## config.mk

```make
export PLATFORM = sky130hd
export DESIGN_NAME = sseg_scan_mux
export DESIGN_NICKNAME = d
export VERILOG_FILES = /design/src/rtl/sseg_scan_mux.sv
export SDC_FILE = /design/constraint.sdc
export NUM_CORES = 1
export LEC_CHECK = 0
export ABC_AREA = 0
export ABC_CLOCK_PERIOD_IN_PS = 6150
export CAP_MARGIN = 20
export CORE_UTILIZATION = 66
export DETAILED_ROUTE_END_ITERATION = 10
export DONT_BUFFER_PORTS = 1
export GPL_ROUTABILITY_DRIVEN = 1
export HOLD_SLACK_MARGIN = 0.08
export PLACE_DENSITY_LB_ADDON = 0.05
export SYNTH_ARGS = -nofsm -noshare
export SYNTH_HDL_FRONTEND = slang
export SYNTH_SLANG_ARGS = --single-unit
```

## constraint.sdc

```tcl
create_clock -name clk -period 6.15 [get_ports clk]
set_input_delay 0.9225 -clock clk [delete_from_list [all_inputs] [get_ports clk]]
set_output_delay 0.9225 -clock clk [all_outputs]
set_load 0.005 [all_outputs]
```

## src/rtl/sseg_scan_mux.sv

```systemverilog
// Time-multiplexed hex seven-segment scanner with refresh prescaler, per-digit enables and anti-ghost blanking.
// Optional decimal-point path is enabled by defining SSEG_DP_EN.
module sseg_scan_mux #(
  parameter int NUM_DIGITS   = 4,
  parameter int REFRESH_DIV  = 100000,
  parameter int BLANK_CYCLES = 1000
) (
  input  logic                      clk,
  input  logic                      reset,
  input  logic [4*NUM_DIGITS-1:0]   digits,
  input  logic [NUM_DIGITS-1:0]     digit_en,
`ifdef SSEG_DP_EN
  input  logic [NUM_DIGITS-1:0]     dp_in,
  output logic                      dp_n,
`endif
  output logic [NUM_DIGITS-1:0]     an,
  output logic [6:0]                seg
);

  localparam int PW = $clog2(REFRESH_DIV);
  localparam int IW = $clog2(NUM_DIGITS);
  localparam logic [PW-1:0] PRESC_MAX  = PW'(REFRESH_DIV - 1);
  localparam logic [PW-1:0] BLANK_LAST = PW'(BLANK_CYCLES - 1);
  localparam logic [IW-1:0] IDX_MAX    = IW'(NUM_DIGITS - 1);

  typedef enum logic {BLANK = 1'b0, DRIVE = 1'b1} state_t;

  // Active-low cathode pattern {g,f,e,d,c,b,a} for one hex nibble.
  function automatic logic [6:0] hex_to_seg(input logic [3:0] nib);
    logic [6:0] s;
    case (nib)
      4'h0:    s = 7'b1000000;
      4'h1:    s = 7'b1111001;
      4'h2:    s = 7'b0100100;
      4'h3:    s = 7'b0110000;
      4'h4:    s = 7'b0011001;
      4'h5:    s = 7'b0010010;
      4'h6:    s = 7'b0000010;
      4'h7:    s = 7'b1111000;
      4'h8:    s = 7'b0000000;
      4'h9:    s = 7'b0010000;
      4'hA:    s = 7'b0001000;
      4'hB:    s = 7'b0000011;
      4'hC:    s = 7'b1000110;
      4'hD:    s = 7'b0100001;
      4'hE:    s = 7'b0000110;
      4'hF:    s = 7'b0001110;
      default: s = 7'b1111111;
    endcase
    return s;
  endfunction

  logic [PW-1:0]         presc_q, presc_d;
  logic [IW-1:0]         idx_q, idx_d;
  state_t                state_q, state_d;
  logic [NUM_DIGITS-1:0] an_q, an_d;
  logic [6:0]            seg_q, seg_d;
  logic                  lit_s;
  logic [3:0]            nib_s;

  assign nib_s = digits[{idx_q, 2'b00} +: 4];
  assign lit_s = (state_q == DRIVE) && digit_en[idx_q];

  // Next-state: prescaler, digit index, blank/drive phase and the output pattern.
  always_comb begin
    presc_d = presc_q + PW'(1);
    idx_d   = idx_q;
    state_d = state_q;
    an_d    = {NUM_DIGITS{1'b1}};
    seg_d   = 7'h7F;

    if (presc_q == PRESC_MAX) begin
      presc_d = '0;
      idx_d   = (idx_q == IDX_MAX) ? '0 : idx_q + IW'(1);
    end else begin
      presc_d = presc_q + PW'(1);
    end

    // State tracks presc: DRIVE exactly while presc >= BLANK_CYCLES.
    case (state_q)
      BLANK:   state_d = (presc_q == BLANK_LAST) ? DRIVE : BLANK;
      DRIVE:   state_d = (presc_q == PRESC_MAX) ? BLANK : DRIVE;
      default: state_d = BLANK;
    endcase

    if (lit_s) begin
      an_d  = ~(NUM_DIGITS'(1) << idx_q);
      seg_d = hex_to_seg(nib_s);
    end else begin
      an_d  = {NUM_DIGITS{1'b1}};
      seg_d = 7'h7F;
    end
  end

  // State and registered outputs.
  always_ff @(posedge clk) begin
    if (reset) begin
      presc_q <= '0;
      idx_q   <= '0;
      state_q <= BLANK;
      an_q    <= {NUM_DIGITS{1'b1}};
      seg_q   <= 7'h7F;
    end else begin
      presc_q <= presc_d;
      idx_q   <= idx_d;
      state_q <= state_d;
      an_q    <= an_d;
      seg_q   <= seg_d;
    end
  end

  assign an  = an_q;
  assign seg = seg_q;

`ifdef SSEG_DP_EN
  logic dp_n_q, dp_n_d;

  always_comb begin
    if (lit_s) begin
      dp_n_d = ~dp_in[idx_q];
    end else begin
      dp_n_d = 1'b1;
    end
  end

  // Decimal point registered alongside the segments.
  always_ff @(posedge clk) begin
    if (reset) begin
      dp_n_q <= 1'b1;
    end else begin
      dp_n_q <= dp_n_d;
    end
  end

  assign dp_n = dp_n_q;
`endif

endmodule

```

==> results.toml <==
[outcome]
status = "finished clean"

[route]
ant_nets = 0
drt_wl_total_um = 3200
via_per_inst = 6.26
first_iter_violations = 40
wire_per_inst_um = 16.1
dr.pass1.iters = 4
drc = 0
via_count = 1245

[critical_path]
cp.depth = 5
rrSetupSlack_ns = 3.99
endpoint_kind = "register"
reg2reg_from = "presc_q[0]"
critPathTopFamily = "compound AO/OA/AOI/OAI gates"
path_cells = "ha_1, nand2_1, or3_1, o21bai_2, o21ai_0"
worstPathArrival_ns = 2.34
crit_path_max_fanout = 18
critPathRequiredTime_ns = 6.33
crit_path_end = "state_q"
critPathLaunch = "presc_q[0]"
critical_path_class = "register to register"
start_kind = "register"
crit_path_max_incr_delay_ns = 0.63
path_buf_inv = 0
r2r-end = "state_q"
crit_slowest_cell = "o21bai_2"
r2r_cells = 5

[power_and_ir_drop]
power_frac_comb_pct = 6.2
swShare_pct = 22.7
vdd.ir_drop.worst_mv = 0.149
leakage_nw = 0.562
clock_power_share_pct = 37.2
power.density_nw_per_um2 = 217
power_switching_mw = 0.0818
p_seq_share_pct = 56.7
p_int_mw = 0.279

[sta]
clock_skew_ns = 0.0117
final.setup.tns_ns = 0
setup_viol = 0
period_minus_slack_ns = 2.16
maxSlewHeadroom_pct = 51.9
period_share_pct = 35.2
worst_pin_slew_ns = 0.721
rsz0062_at_grt = "no"
hold_violations = 0
max_freq_ghz = 0.463
maxSlewViolCount = 0

[clocking]
clk_latency_ns = 0.33
cts_setup_buffers = 0
numCtsBuffers = 5
clk_path_buf_depth = 2
cts_tree = "yes"
cts_sinks = 31
clockRootBuffer = "clkbuf_4"
cts_hold_buf = 0
htree_levels = 2
cts-resized-gates = 0
clk_pin_slew_ns = 0.08

[layout]
synthToLayoutAreaGrowth_pct = 5.38
seq_area_um2 = 621
multi_input_area_um2 = 896
diodes = 0
utilization_pct = 74.6
nFillCells = 169
drive_gt1_share_pct = 11.1
final_nets = 204

[yosys]
synth_fa_ha_area_share_pct = 9.50
synthMuxAreaShare_pct = 9.74
ys_seq_area_share_pct = 39.3
syn_area_um2 = 1580
yosys.area_share.simple_pct = 21.7
yosys.cell_types.count = 33
synth.avg_cell_area_um2 = 9.41
ys_warn_count = 0
synth.net_count = 202
synth-xor-area-share_pct = 6.65
synthFlopType = "dfxtp_1"
async_flop_share_pct = 0
synth-seq-cells = 31
synth_edf_count = 0
synth_top_family_by_area = "simple AND/OR/NAND/NOR gates"
netlist_instances = 168
synth-compound-area-share_pct = 9.11

[floorplan]
dieArea_um2 = 2590
die_y_um = 50.9
start_util_pct = 70.8
rows = 17
design.core.area_um2 = 2230
top_level_ports = 33
die_x_um = 50.9

[grt]
grt-ovfl-total = 0
grt_antenna_before_repair = 0
grtUsageTotal_pct = 27.5
grt_pass1_vias = 1193
grt_first_pass_wirelength_um = 5170
grt_max_degree = 19

[job]
maxCapViolCount = 0

[min_path]
hold_class = "register to register"

[placed_design]
io_buffers = 0
place.gp.congestion = 0.861
dp_hpwl_um = 2340
state kept, by name (all words and copies together), names as in the netlist:
name	cells
presc_q	17
seg	7
an	4
idx_q	2
state_q	1
worst register-to-register path, cell delays in order (launching register included):
cell	delay (ns)
dfxtp_1	0.41
ha_1	0.24
nand2_1	0.11
or3_1	0.46
o21bai_2	0.63
o21ai_0	0.16
kinds of logic after synthesis:
kind of cell	Yosys count
and+or+nand+nor	66
DFF	31
AOI/OAI and AO/OA	22
buffers and inverters	16
xor gates and xnor gates	12
adders and majority gates	12
muxes	9
metrics by stage:
stage                     std cells  area, µm²  hold slack (ns)  worst slack [ns]  power [mW]
after floorplan                 168       1580            0.445              3.91       0.227
after global placement          190       1590            0.460              3.74       0.230
after detailed placement        190       1590            0.470              3.54       0.231
after CTS                       198       1660            0.498              3.77       0.363
after global routing            199       1670            0.537              3.82       0.377
final                           199       1670            0.496              3.99       0.361
per-layer routing:
metal | track usage (%) | vias up | wire length (µm)
met1 | 28.4 | 574 | 1240
met3 | 8.04 | 16 | 210
met5 | 0 | - | 0
met4 | 18.5 | 0 | 110
met2 | 47.4 | 58 | 1630
li1 | - | 597 | -
synthesized netlist by cell type (2+ instances only):
master	number	area [µm²]
or4_1	2	15.0
xnor2_1	9	78.8
o221ai_1	4	35.0
nand4_1	4	25.0
nor2_1	18	67.6
nand2_1	14	52.6
nor4b_1	2	17.5
buf_2	3	15.0
ha_1	12	150
mux4_2	5	113
nand3_1	8	40.0
clkbuf_1	3	11.3
inv_1	10	37.5
a21oi_1	7	35.0
nor4_1	4	25.0
or3_1	4	25.0
o21ai_0	6	30.0
xor2_1	3	26.3
nor3_1	4	20.0
dfxtp_1	31	621
mux2i_1	3	30.0
power groups by stage:
stage / combinational [mW] / clock (mW) / sequential, mW
5_1_grt: 0.0250 / 0.147 / 0.205
4_1_cts: 0.0221 / 0.136 / 0.205
6_report: 0.0222 / 0.134 / 0.205
2_1_floorplan: 0.0185 / 0 / 0.209
3_5_place_dp: 0.0216 / 0 / 0.209
3_3_place_gp: 0.0207 / 0 / 0.209
worst min-delay path by stage:
stage / slack [ns] / start / cells past startpoint / end
detailed placement: 0.47 / presc_q[0] / 1 / presc_q[0]
finish: 0.50 / presc_q[0] / 1 / presc_q[0]
global placement: 0.46 / presc_q[0] / 1 / presc_q[0]
floorplan: 0.44 / presc_q[0] / 1 / presc_q[0]
CTS: 0.50 / presc_q[0] / 1 / presc_q[0]
global route: 0.54 / presc_q[0] / 1 / presc_q[0]
final cells by class:
cell class / instances / area share (%)
repair buffers: 1 / 0.451
multi-input cells: 121 / 53.8
inverters: 10 / 2.25
clock buffers: 8 / 4.13
well taps: 28 / 2.10
flip-flops and latches: 31 / 37.3
placed cells by master, fill, tap and decap left out, drive strengths merged, types with 5 or more instances in the layout:
| master | n |
|---|---|
| a21oi | 8 |
| clkbuf | 9 |
| dfxtp | 31 |
| ha | 12 |
| inv | 10 |
| mux4 | 5 |
| nand2 | 14 |
| nand3 | 9 |
| nor2 | 18 |
| o21ai | 6 |
| xnor2 | 9 |
No activity file was read; power rests on OpenSTA's default activity.
